File: src/rtl/alu_pkg.sv
// -----------------------------------------------------------------------------
// alu_pkg
// Shared definitions for the 32-bit ALU datapath blocks.
//   mul_state_t : control states of the sequential shift-add multiplier
//   ALU_WIDTH   : native operand width of the ALU datapath
// -----------------------------------------------------------------------------
package alu_pkg;

    localparam int ALU_WIDTH = 32;

    typedef enum logic [1:0] {
        IDLE = 2'd0,
        BUSY = 2'd1,
        DONE = 2'd2
    } mul_state_t;

endpackage

File: src/rtl/alu_seq_multiplier.sv
// -----------------------------------------------------------------------------
// alu_seq_multiplier
// Multi-cycle shift-add multiplier producing a 2*WIDTH-bit product, one
// multiplier bit per clock. Signed operands are handled by multiplying the
// magnitudes and negating the final product when the operand signs differ.
//
// Ports
//   clk        in   system clock, rising edge
//   rst        in   synchronous, active-high reset
//   start      in   request a multiply (sampled only in IDLE)
//   is_signed  in   1 = two's-complement operands, 0 = unsigned
//   A          in   multiplicand [WIDTH-1:0]
//   B          in   multiplier   [WIDTH-1:0]
//   busy       out  high while iterating
//   done       out  one-cycle pulse when prod_hi/prod_lo hold a new product
//   prod_hi    out  upper half of product [WIDTH-1:0]
//   prod_lo    out  lower half of product [WIDTH-1:0]
// -----------------------------------------------------------------------------
module alu_seq_multiplier
    import alu_pkg::*;
#(
    parameter int WIDTH = ALU_WIDTH
) (
    input  logic             clk,
    input  logic             rst,
    input  logic             start,
    input  logic             is_signed,
    input  logic [WIDTH-1:0] A,
    input  logic [WIDTH-1:0] B,
    output logic             busy,
    output logic             done,
    output logic [WIDTH-1:0] prod_hi,
    output logic [WIDTH-1:0] prod_lo
);

    localparam int CNT_W = $clog2(WIDTH + 1);

    // Magnitude of an operand; -2^(WIDTH-1) maps to 2^(WIDTH-1), which still
    // fits as an unsigned WIDTH-bit value.
    function automatic logic [WIDTH-1:0] magnitude(input logic [WIDTH-1:0] v,
                                                   input logic             sgn);
        if (sgn && v[WIDTH-1])
            return ~v + WIDTH'(1);
        else
            return v;
    endfunction

    function automatic logic [2*WIDTH-1:0] negate2w(input logic [2*WIDTH-1:0] v);
        return ~v + (2*WIDTH)'(1);
    endfunction

    mul_state_t         r_state;
    logic [WIDTH-1:0]   r_mcand;
    logic [WIDTH-1:0]   r_acc;
    logic [WIDTH-1:0]   r_mult;
    logic [CNT_W-1:0]   r_count;
    logic               r_neg;
    logic               r_busy;
    logic               r_done;
    logic [WIDTH-1:0]   r_prod_hi;
    logic [WIDTH-1:0]   r_prod_lo;

    logic [WIDTH:0]     w_sum;
    logic [2*WIDTH-1:0] w_product;
    logic [2*WIDTH-1:0] w_result;

    // Partial-product add into the upper accumulator half; bit WIDTH is the carry
    // that becomes the top bit after the right shift.
    assign w_sum     = {1'b0, r_acc} + {1'b0, (r_mult[0] ? r_mcand : '0)};
    assign w_product = {r_acc, r_mult};
    assign w_result  = r_neg ? negate2w(w_product) : w_product;

    always_ff @(posedge clk) begin
        if (rst) begin
            r_state   <= IDLE;
            r_mcand   <= '0;
            r_acc     <= '0;
            r_mult    <= '0;
            r_count   <= '0;
            r_neg     <= 1'b0;
            r_busy    <= 1'b0;
            r_done    <= 1'b0;
            r_prod_hi <= '0;
            r_prod_lo <= '0;
        end else begin
            r_done <= 1'b0;
            case (r_state)
                IDLE: begin
                    if (start) begin
                        r_state <= BUSY;
                        r_busy  <= 1'b1;
                        r_mcand <= magnitude(A, is_signed);
                        r_mult  <= magnitude(B, is_signed);
                        r_neg   <= is_signed & (A[WIDTH-1] ^ B[WIDTH-1]);
                        r_acc   <= '0;
                        r_count <= '0;
                    end
                end
                BUSY: begin
                    // {carry, acc, mult} >> 1: consumed multiplier bits fall off
                    // the bottom while product bits fill r_mult from the top.
                    r_acc   <= w_sum[WIDTH:1];
                    r_mult  <= {w_sum[0], r_mult[WIDTH-1:1]};
                    r_count <= r_count + CNT_W'(1);
                    if (r_count == CNT_W'(WIDTH - 1)) begin
                        r_state <= DONE;
                        r_busy  <= 1'b0;
                    end
                end
                DONE: begin
                    r_prod_hi <= w_result[2*WIDTH-1:WIDTH];
                    r_prod_lo <= w_result[WIDTH-1:0];
                    r_done    <= 1'b1;
                    r_state   <= IDLE;
                end
                default: begin
                    r_state <= IDLE;
                    r_busy  <= 1'b0;
                end
            endcase
        end
    end

    assign busy    = r_busy;
    assign done    = r_done;
    assign prod_hi = r_prod_hi;
    assign prod_lo = r_prod_lo;

endmodule

File: config.mk
export PLATFORM = sky130hd
export DESIGN_NAME = alu_seq_multiplier
export DESIGN_NICKNAME = d
export VERILOG_FILES = /design/src/rtl/alu_pkg.sv /design/src/rtl/alu_seq_multiplier.sv
export SDC_FILE = /design/constraint.sdc
export NUM_CORES = 1
export LEC_CHECK = 0
export ABC_AREA = 1
export BUFFER_PORTS_ARGS = -buffer_cell sky130_fd_sc_hd__buf_2
export CAP_MARGIN = 20
export CORE_UTILIZATION = 55
export CTS_CLUSTER_SIZE = 14
export DETAILED_ROUTE_END_ITERATION = 16
export PLACE_DENSITY = 0.8
export SYNTH_ARGS = -nofsm -noshare
export SYNTH_HDL_FRONTEND = slang
export SYNTH_SLANG_ARGS = --single-unit
File: constraint.sdc
create_clock -name clk -period 2.25 [get_ports clk]
set_input_delay 0.1125 -clock clk [delete_from_list [all_inputs] [get_ports clk]]
set_output_delay 0.1125 -clock clk [all_outputs]
set_load 0.01 [all_outputs]
# ---- Word-level counts from Yosys, hierarchy flattened
# Index checks and enable logic that the tools add are counted.
dict set report word_totals {
  reg_bits 171
  input_bits 68
  output_inout_bits 66
  wordCells 51
}
dict set report op_classes {
  addsub 5
  n_eq_ne 5
  mux 17
  bitwise_logic 6
  reduce_logical 8
}
# op count
set ops {}
lappend ops {{2-to-1 mux 32 bit} 5}
lappend ops {{one-hot mux 32 bit (2 select lines)} 2}
lappend ops {{adder 32 x 1 -> 32 bit (second input constant)} 2}
lappend ops {{adder 64 x 1 -> 64 bit (second input constant)} 1}
lappend ops {{2-to-1 mux 64 bit} 1}
lappend ops {{inverter 32 bit} 2}
lappend ops {{inverter 64 bit} 1}
lappend ops {{adder 32 x 32 -> 33 bit} 1}
lappend ops {{one-hot mux 6 bit (2 select lines)} 1}
lappend ops {{adder 6 x 1 -> 6 bit (second input constant)} 1}
lappend ops {{equality test 6 x 5 -> 1 bit (second input constant)} 1}
lappend ops {{2-to-1 mux 6 bit} 1}
lappend ops {{AND reduction 2 bit} 3}
lappend ops {{2-to-1 mux 2 bit} 2}
lappend ops {{!= test 2 bit (second input constant)} 2}
lappend ops {{one-hot mux 2 bit (2 select lines)} 1}
lappend ops {{2-to-1 mux 1 bit} 3}
lappend ops {{one-hot mux 1 bit (3 select lines)} 1}
lappend ops {{AND reduction 3 bit} 1}
lappend ops {{equality test 2 x 1 -> 1 bit (second input constant)} 1}
lappend ops {{equality test 2 bit (second input constant)} 1}
lappend ops {{logical AND 1 bit} 2}
lappend ops {{logical NOT 2 bit} 1}
lappend ops {{nonzero test 2 bit} 1}
lappend ops {{3 further kinds} 3}

# ---- Logic depth before layout (Yosys ltp)
# Gate-level depths: netlist of run 1.
dict set report depth {
  ltp_word 5
  ltp_mapped 18
}

# ---- Worst setup path after synthesis of run 1
# OpenSTA, ideal clock, no wires.
dict set report synth_path {
  kind {register -> register}
  startpoint {register r_mult[0]}
  endpoint {register r_acc[15]}
  t_arrival_ps 2155
  path_slack_ps -37
  stages_incl_launch_ff 18
  path_buffers 2
  cell_sequence {dfxtp_1 -> buf_6 -> clkbuf_1 -> nand2_1 -> inv_1 -> ha_1 -> inv_1 -> fa_1 -> inv_1 -> nand3_1 -> nand3_1 -> nand2_1 -> nand2_1 -> inv_1 -> o21ai_0 -> nand2_1 -> nand3_1 -> a21oi_1}
}
dict set report synth_between {
  elab_chain_cells 3
}
# item line_no
set synth_rtl {}
lappend synth_rtl {{start: declaration} alu_seq_multiplier.sv:55} ;# logic [WIDTH-1:0] r_mult;
lappend synth_rtl {{start signal: assignment} alu_seq_multiplier.sv:93} ;# r_mult <= magnitude(B, is_signed);
lappend synth_rtl {{start signal: assignment} alu_seq_multiplier.sv:103} ;# r_mult <= {w_sum[0], r_mult[WIDTH-1:1]};
lappend synth_rtl {{2-to-1 mux 32 bit} alu_seq_multiplier.sv:69} ;# assign w_sum = {1'b0, r_acc} + {1'b0, (r_mult[0] ? r_mcand : '0)};
lappend synth_rtl {{adder 32 x 32 -> 33 bit} alu_seq_multiplier.sv:69}
lappend synth_rtl {{one-hot mux 32 bit (2 select lines)} alu_seq_multiplier.sv:87} ;# case (r_state)
lappend synth_rtl {{end signal: assignment} alu_seq_multiplier.sv:102} ;# r_acc <= w_sum[WIDTH:1];
lappend synth_rtl {{end: declaration} alu_seq_multiplier.sv:54} ;# logic [WIDTH-1:0] r_acc;
# No other way between the ends.
# A chain may end at the register's enable or synchronous reset.

# ---- Worst setup path in the final report of run 1
dict set report layout_path {
  startpoint {register r_mult[0]}
  endpoint {register r_prod_lo[26] (netlist: prod_lo[26])}
}
dict set report layout_between {
  elab_chain_cells 3
}
# item line_no
set layout_rtl {}
lappend layout_rtl {{inverter 64 bit} alu_seq_multiplier.sv:49} ;# return ~v + (2*WIDTH)'(1);
lappend layout_rtl {{adder 64 x 1 -> 64 bit} alu_seq_multiplier.sv:49}
lappend layout_rtl {{2-to-1 mux 64 bit} alu_seq_multiplier.sv:71} ;# assign w_result = r_neg ? negate2w(w_product) : w_product;
lappend layout_rtl {{end signal: assignment} alu_seq_multiplier.sv:112} ;# r_prod_lo <= w_result[WIDTH-1:0];
lappend layout_rtl {{end: declaration} alu_seq_multiplier.sv:61} ;# logic [WIDTH-1:0] r_prod_lo;
# No other way between the ends.

==> results of run 1 <==
## layout by cell type, fill, tap and decap left out, drive strengths merged, types with 6 or more instances in the layout
cell type,n
nand2,662
xor2,29
buf,202
o21ai,122
o21bai,7
nand3b,6
a22oi,19
or2,10
a31oi,16
nor2,320
dlygate4sd3,10
o211ai,11
clkinv,6
nand3,191
o221ai,11
xnor2,7
inv,344
clkbuf,19
ha,36
a21oi,138
nor3,20
nand4,28
dfxtp,171
## final timing paths
| kind | from | to | depth (start not counted) | slack (ps) |
|---|---|---|---|---|
| min | A[31] | r_mcand[31] | 3 | 9 |
| max | r_mult[0] | prod_lo[26] | 14 | 90 |
| max reg2reg | r_mult[0] | prod_lo[26] | 14 | 90 |
| min reg2reg | r_count[3] | r_count[3] | 2 | 480 |
## cell families (layout without fill, tap and decap cells)
| kind of cell | after synthesis | after routing | share of synthesized area, % |
|---|---|---|---|
| compound gates | 336 | 336 | 14.8 |
| xor+xnor | 36 | 36 | 2.45 |
| fa+ha+maj | 37 | 37 | 3.66 |
| buf+inv | 413 | 584 | 12.5 |
| flops | 171 | 171 | 26.6 |
| simple gates | 1240 | 1240 | 40.0 |
## final cells by class
type                            count  area [µm²]
Clock buffer                       18         439
Timing Repair Buffer              213        1390
Sequential cell                   171        3430
Multi-Input combinational cell   1649        8100
Fill cell                        2153        7580
Tap cell                          313         392
Inverter                          339        1270
Clock inverter                     14         171
## where the power goes
group / internal (µW) / leakage [µW] / switching (µW) / total (µW)
sequential: 3140 / 0.00139 / 156 / 3290
clock: 1630 / 0.000294 / 1490 / 3120
combinational: 582 / 0.00628 / 1130 / 1720
## registers in the layout, summed over array words and instances (netlist names)
signal	flops
r_count	6
r_neg	1
r_mult	32
prod_hi	32
r_mcand	32
r_state	2
done	1
r_acc	32
prod_lo	32
busy	1
## routing by layer
metal / up-vias / routed length [µm] / global-route usage [%]
met5: - / 0 / 0
met4: 0 / 1380 / 13.1
met3: 75 / 3850 / 4.26
met2: 674 / 19000 / 55.9
met1: 6764 / 18700 / 49.8
li1: 7404 / - / -
## metrics by stage
step	utilization, %	power [µW]	hold WS [ps]	TNS [ps]	cells
global placement	62.1	4940	380	-104	2670
detailed placement	62.1	4960	397	-486	2670
finish	66.7	8120	8.73	0	2717
floorplan	-	4420	251	0	2233
CTS	65.3	8050	0.462	0	2712
global route	66.7	8450	13.3	-212	2717
## worst min-delay path: stages
cell	delay, ps
buf_2	100
a211oi_1	100
nor2_1	90
## timing repair
action	CTS	global route
cloned	0	1
pin swaps	0	4
buffers inserted	0	4
setup endpoints to repair	16	30
hold buffers	10	0
gates resized for setup	5	58
hold endpoints to repair	10	0
==> metrics.md, run 1 <==
| Metric | Value |
|---|---|
| Outcome | complete, no violations |
| Sequential area share after synthesis | between 20% and 30% |
| Startpoint types | flip-flop |
| Synthesized Nets | 2338 |
| Worst Tran Pin Value | between 500 and 600 ps |
| Ys async rst share | 0% |
| Clk root buf | clkbuf_16 |
| Final Hold Viols | 0 |
| Residual DRC count | 0 |
| Fin. max-slew vios | 0 |
| Final Skew | 13.6 ps |
| Avg Synthesized Cell Area | between 5 and 6 µm² |
| Initial DRC Count | roughly 1400 |
| Synth Register Bits | ~170 |
| Synth top cells by count | 654 x nand2_1, 332 x inv_1, 310 x nor2_1, 188 x nand3_1, 171 x dfxtp_1 |
| Die area | approximately 24000 µm² |
| Die span in y | roughly 150 µm |
| Worst Path Max Fanout | 5 |
| Vias per std cell | about 5.5 |
| Peak supply drop | ~0.00045 V |
| # setup viols final | 0 |
| Routed len/inst | between 15 and 20 µm |
| Initial Utilization | between 50% and 60% |
| Area of the core | 22800 µm² |
| I/O Buffers | roughly 130 |
| Row Count | 55 |
| Fmax | 463 MHz |
| Synthesis-to-finish area growth | 18.3% |
| Fin worst setup slack | 91.6 ps |
| EDFF count, synth | 0 |
| Cells after Synth | 2233 |
| Total wire length | roughly 43000 µm |
| LEAKAGE | between 0.007 and 0.008 µW |
| Relative slew slack | around three fifths |
| Worst setup path class | flip-flop to flip-flop |
| Synthesized area | roughly 13000 µm² |
| Hold WC Path Type | primary input to flip-flop |
| DP HPWL | between 30000 and 40000 µm |
| Nets | roughly 2500 |
| Place WS | -88.8 ps |
| Top Family by Delay on Critical Path | buffers and inverters |
| Main synth FF type | dfxtp_1 |
| CP Capture Type | flip-flop |
| Top post-synthesis cells by area | dfxtp_1 27%, nand2_1 19%, inv_1 9.7% |
| Critical path's slowest cell | dfxtp_4 |
| Ports | between 100 and 150 |
| Yosys warns | 0 |
| Worst path cell trace | buf_4, inv_2, ha_4, nand2_2, inv_2, nand2_4, nor2_4, nand2_2, o21ai_4, buf_4, buf_4, a21oi_1, o21ai_1, inv_1 |
| CTS Buf Count | 17 |
| RSZ-0062 raised after global routing | true |
| Diode count | 0 |
| DRT Pass-1 Iters | 6 |
| Fin crit period | between 2000 and 2500 ps |
| Sinks on Clock Net | around 170 |
| Share of the synthesized area in the top cell type | a little over a quarter |
| Clk buf depth | 2 |
| First-pass GRT wire length | a little under 70000 µm |
| Pin count of the biggest net entering global routing | 118 |
| Chip width | 155 µm |
| Worst-skew pair later-pin latency | about 440 ps |
| CTS H-tree depth | 4 |
| Layout cell share with drive strength beyond 1 | 13.8% |
| Max Cap Viol | 0 |
| CP required | between 2000 and 3000 ps |
| CTS tree | built |
| GP Congestion | 0.997 |
| Final instance area | about 15000 µm² |
| Post-route ant nets | 0 |
| Worst endpoint data arrival time | around 2500 ps |
| Worst-path clk slew | 70 ps |
| CP Buf/Inv Count | 6 |
| Critical Path Max Stage Delay | approximately 380 ps |
| Most Frequent Cell on Critical Path | buf_4 |
| Count leader, synth | nand2_1 |
| Initial antenna violation count | 0 |
| GRT Total Usage | 35.5% |
| Crit share post-route | ~96% |
| PwrDens | 535 nW/µm² |
| Vias in the first global route | 13200 |
| Vias | between 10000 and 15000 |
| Cell variety after synth | 46 |
| Cell accounting for the most synthesized area | dfxtp_1 |
| Placed cell area | approximately 14000 µm² |
| Grt total ovfl | 0 |
Note: power is estimated with default switching activity, not from simulation.
==> run 2: changes to the inputs <==
--- a/config.mk
+++ b/config.mk
@@ -11,7 +11,7 @@
 export CORE_UTILIZATION = 55
 export CTS_CLUSTER_SIZE = 14
 export DETAILED_ROUTE_END_ITERATION = 16
-export PLACE_DENSITY = 0.8
+export PLACE_DENSITY = 0.78
 export SYNTH_ARGS = -nofsm -noshare
 export SYNTH_HDL_FRONTEND = slang
 export SYNTH_SLANG_ARGS = --single-unit
==> constraint.sdc (replaced) <==
create_clock -name clk -period 2.25 [get_ports clk]
set_input_delay 0.45 -clock clk [delete_from_list [all_inputs] [get_ports clk]]
set_output_delay 0.45 -clock clk [all_outputs]
set_load 0.01 [all_outputs]
==> run 2 against run 1 <==
Clock-buffer cell count unchanged. Maximum frequency is 0.25% lower. Sequential power is essentially flat. Non-clock buffer count decreased by 2. Critical endpoint is now r_acc[13]. Largest power group unchanged.
==> metrics.md, run 2 (same netlist as run 1, synthesis figures left out) <==
| Metric | Value |
|---|---|
| Outcome | complete, no violations (unchanged) |
| CTS tree | built (unchanged) |
| CTS Buf Count | 17 (unchanged) |
| Initial antenna violation count | 0 (unchanged) |
| Diode count | 0 (unchanged) |
| RSZ-0062 raised after global routing | true (unchanged) |
| Die span in y | 155 µm (unchanged) |
| DRT Pass-1 Iters | 6 (unchanged) |
| Hold WC Path Type | primary input to flip-flop (unchanged) |
| Register area | 3430 µm² (unchanged) |
| Multi-input gate area | 8110 µm² (was 8100 µm²) |
| Chip width | 155 µm (unchanged) |
| Die area | 24000 µm² (unchanged) |
| Critical path's slowest cell | dfxtp_4 (unchanged) |
| Fmax | 462 MHz (was 463 MHz) |
| Peak supply drop | 0.000352 V (was 0.000451 V) |
| Fin crit period | 2160 ps (about the same) |
| LEAKAGE | 0.00795 µW (was 0.00797 µW) |
| CP Capture Type | flip-flop (unchanged) |
| Sinks on Clock Net | 171 (unchanged) |
| Grt total ovfl | 0 (unchanged) |
| Area of the core | 22800 µm² (unchanged) |
| PwrDens | 528 nW/µm² (was 535 nW/µm²) |
| Worst path cell trace | buf_12, nand2_1, inv_1, ha_2, nand2_1, inv_1, nand2_1, inv_1, a21oi_1, nand2_2, or2_2, nand3_1, a21oi_1 (was buf_4, inv_2, ha_4, nand2_2, inv_2, nand2_4, nor2_4, nand2_2, o21ai_4, buf_4, buf_4, a21oi_1, o21ai_1, inv_1) |
| I/O Buffers | 133 (unchanged) |
| Worst-skew pair later-pin latency | 440 ps (about the same) |
| Worst-path clk slew | 80 ps (was 70 ps) |
| Final instance area | 15100 µm² (was 15200 µm²) |
| Pin count of the biggest net entering global routing | 118 (unchanged) |
| # setup viols final | 0 (unchanged) |
| Critical Path Max Stage Delay | 380 ps (about the same) |
| Worst Tran Pin Value | 607 ps (was 595 ps) |
| CP required | 2580 ps (was 2590 ps) |
| Vias in the first global route | 13100 (was 13200) |
| Final Hold Viols | 0 (unchanged) |
| Vias per std cell | 5.45 (was 5.49) |
| First-pass GRT wire length | 66400 µm (was 67400 µm) |
| Fin. max-slew vios | 0 (unchanged) |
| Post-route ant nets | 0 (unchanged) |
| DP HPWL | 32600 µm (was 32500 µm) |
| Most common cell after layout, fill and taps aside | nand2_1 (unchanged) |
| Residual DRC count | 0 (unchanged) |
| Clk buf depth | 2 (unchanged) |
| Startpoint types | flip-flop (unchanged) |
| Clk root buf | clkbuf_16 (unchanged) |
| Worst Path Max Fanout | 16 (was 5) |
| Initial Utilization | 56.4% (unchanged) |
| GP Congestion | 0.996 (was 0.997) |
| Total wire length | 42500 µm (was 42900 µm) |
| Synthesis-to-finish area growth | 17.7% (was 18.3%) |
| Crit share post-route | 96.2% (was 95.9%) |
| Final core utilization | 66.4% (was 66.7%) |
| Row Count | 55 (unchanged) |
| Max Cap Viol | 0 (unchanged) |
| Placed cell area | 14200 µm² (was 14100 µm²) |
| Ports | 134 (unchanged) |
| CTS H-tree depth | 4 (unchanged) |
| Worst setup path class | flip-flop to flip-flop (unchanged) |
| Most frequent cells in the layout | 642 x nand2_1, 330 x inv_1, 302 x nor2_1 (was 640 x nand2_1, 329 x inv_1, 301 x nor2_1) |
| Layout cell share with drive strength beyond 1 | 14.2% (was 13.8%) |
| Vias | 14800 (was 14900) |
| GRT Total Usage | 35.1% (was 35.5%) |
| Setup TNS | 0 ps (unchanged) |
| Final hold slack | 267 ps (was 8.73 ps) |
| Final Skew | 12.0 ps (was 13.6 ps) |
| Worst endpoint data arrival time | 2490 ps (about the same) |
| Nets | 2494 (was 2496) |
| Routed len/inst | 15.7 µm (was 15.8 µm) |
| Relative slew slack | 59.5% (was 60.3%) |
| Initial DRC Count | 1444 (was 1397) |
| FILL cells | 2175 (was 2153) |
==> run 2: cell type report <==
type                       count  area share, %
inverter                     339           8.42
multi-input combinational   1649           53.6
tap                          313           2.59
clock inverter                14           1.02
sequential                   171           22.7
timing repair buffer         211           8.85
clock buffer                  18           2.84
==> run 2: layer usage <==
layer / up-vias / track usage (%) / part of all wire, % / wire length, µm
li1: 7407 / - / - / -
met1: 6670 / 48.8 / 44 / 18700
met2: 646 / 55.7 / 44 / 18700
met3: 78 / 5.07 / 8.8 / 3760
met4: 0 / 11.7 / 3.2 / 1370
met5: - / 0 / 0 / 0
==> run 2: report_power, final <==
group          total [µW]  internal, µW  switching [µW]
sequential           3280          3140             148
clock                3000          1580            1430
combinational        1700           563            1140
==> run 2: final timing paths <==
path	start	end	slack (ps)	cells after the start
worst max-delay path	r_mult[0]	r_acc[13]	90	13
worst min-delay path	A[24]	r_mcand[24]	270	3
worst max register to register	r_mult[0]	r_acc[13]	90	13
worst min register to register	r_count[5]	r_count[5]	480	1
==> run 2: timing repair <==
| item | 4_1_cts | 5_1_grt |
|---|---|---|
| hold endpoints to repair | 0 | 0 |
| hold buffers | 0 | 0 |
| gates cloned | 0 | 1 |
| buffers inserted | 0 | 4 |
| endpoints found under the setup margin | 1 | 28 |
| pin swaps | 0 | 7 |
| gates resized for setup | 1 | 62 |
==> run 2: per-stage QoR <==
stage	setup WS, ps	instances	power (µW)
detailed placement	-0.0528	2678	4970
global route	-75.6	2715	8300
finish	86.2	2715	7990
CTS	11.7	2710	7930
global placement	37.9	2678	4940
floorplan	70.4	2233	4420
==> run 2: worst max-delay path: cells and delay by family (launching register included) <==
family | cells | cell delay, ps
DFF | 1 | 380
buffers and inverters | 4 | 380
adders and majority gates | 1 | 300
and+or+nand+nor | 6 | 760
AOI/OAI and AO/OA | 2 | 240
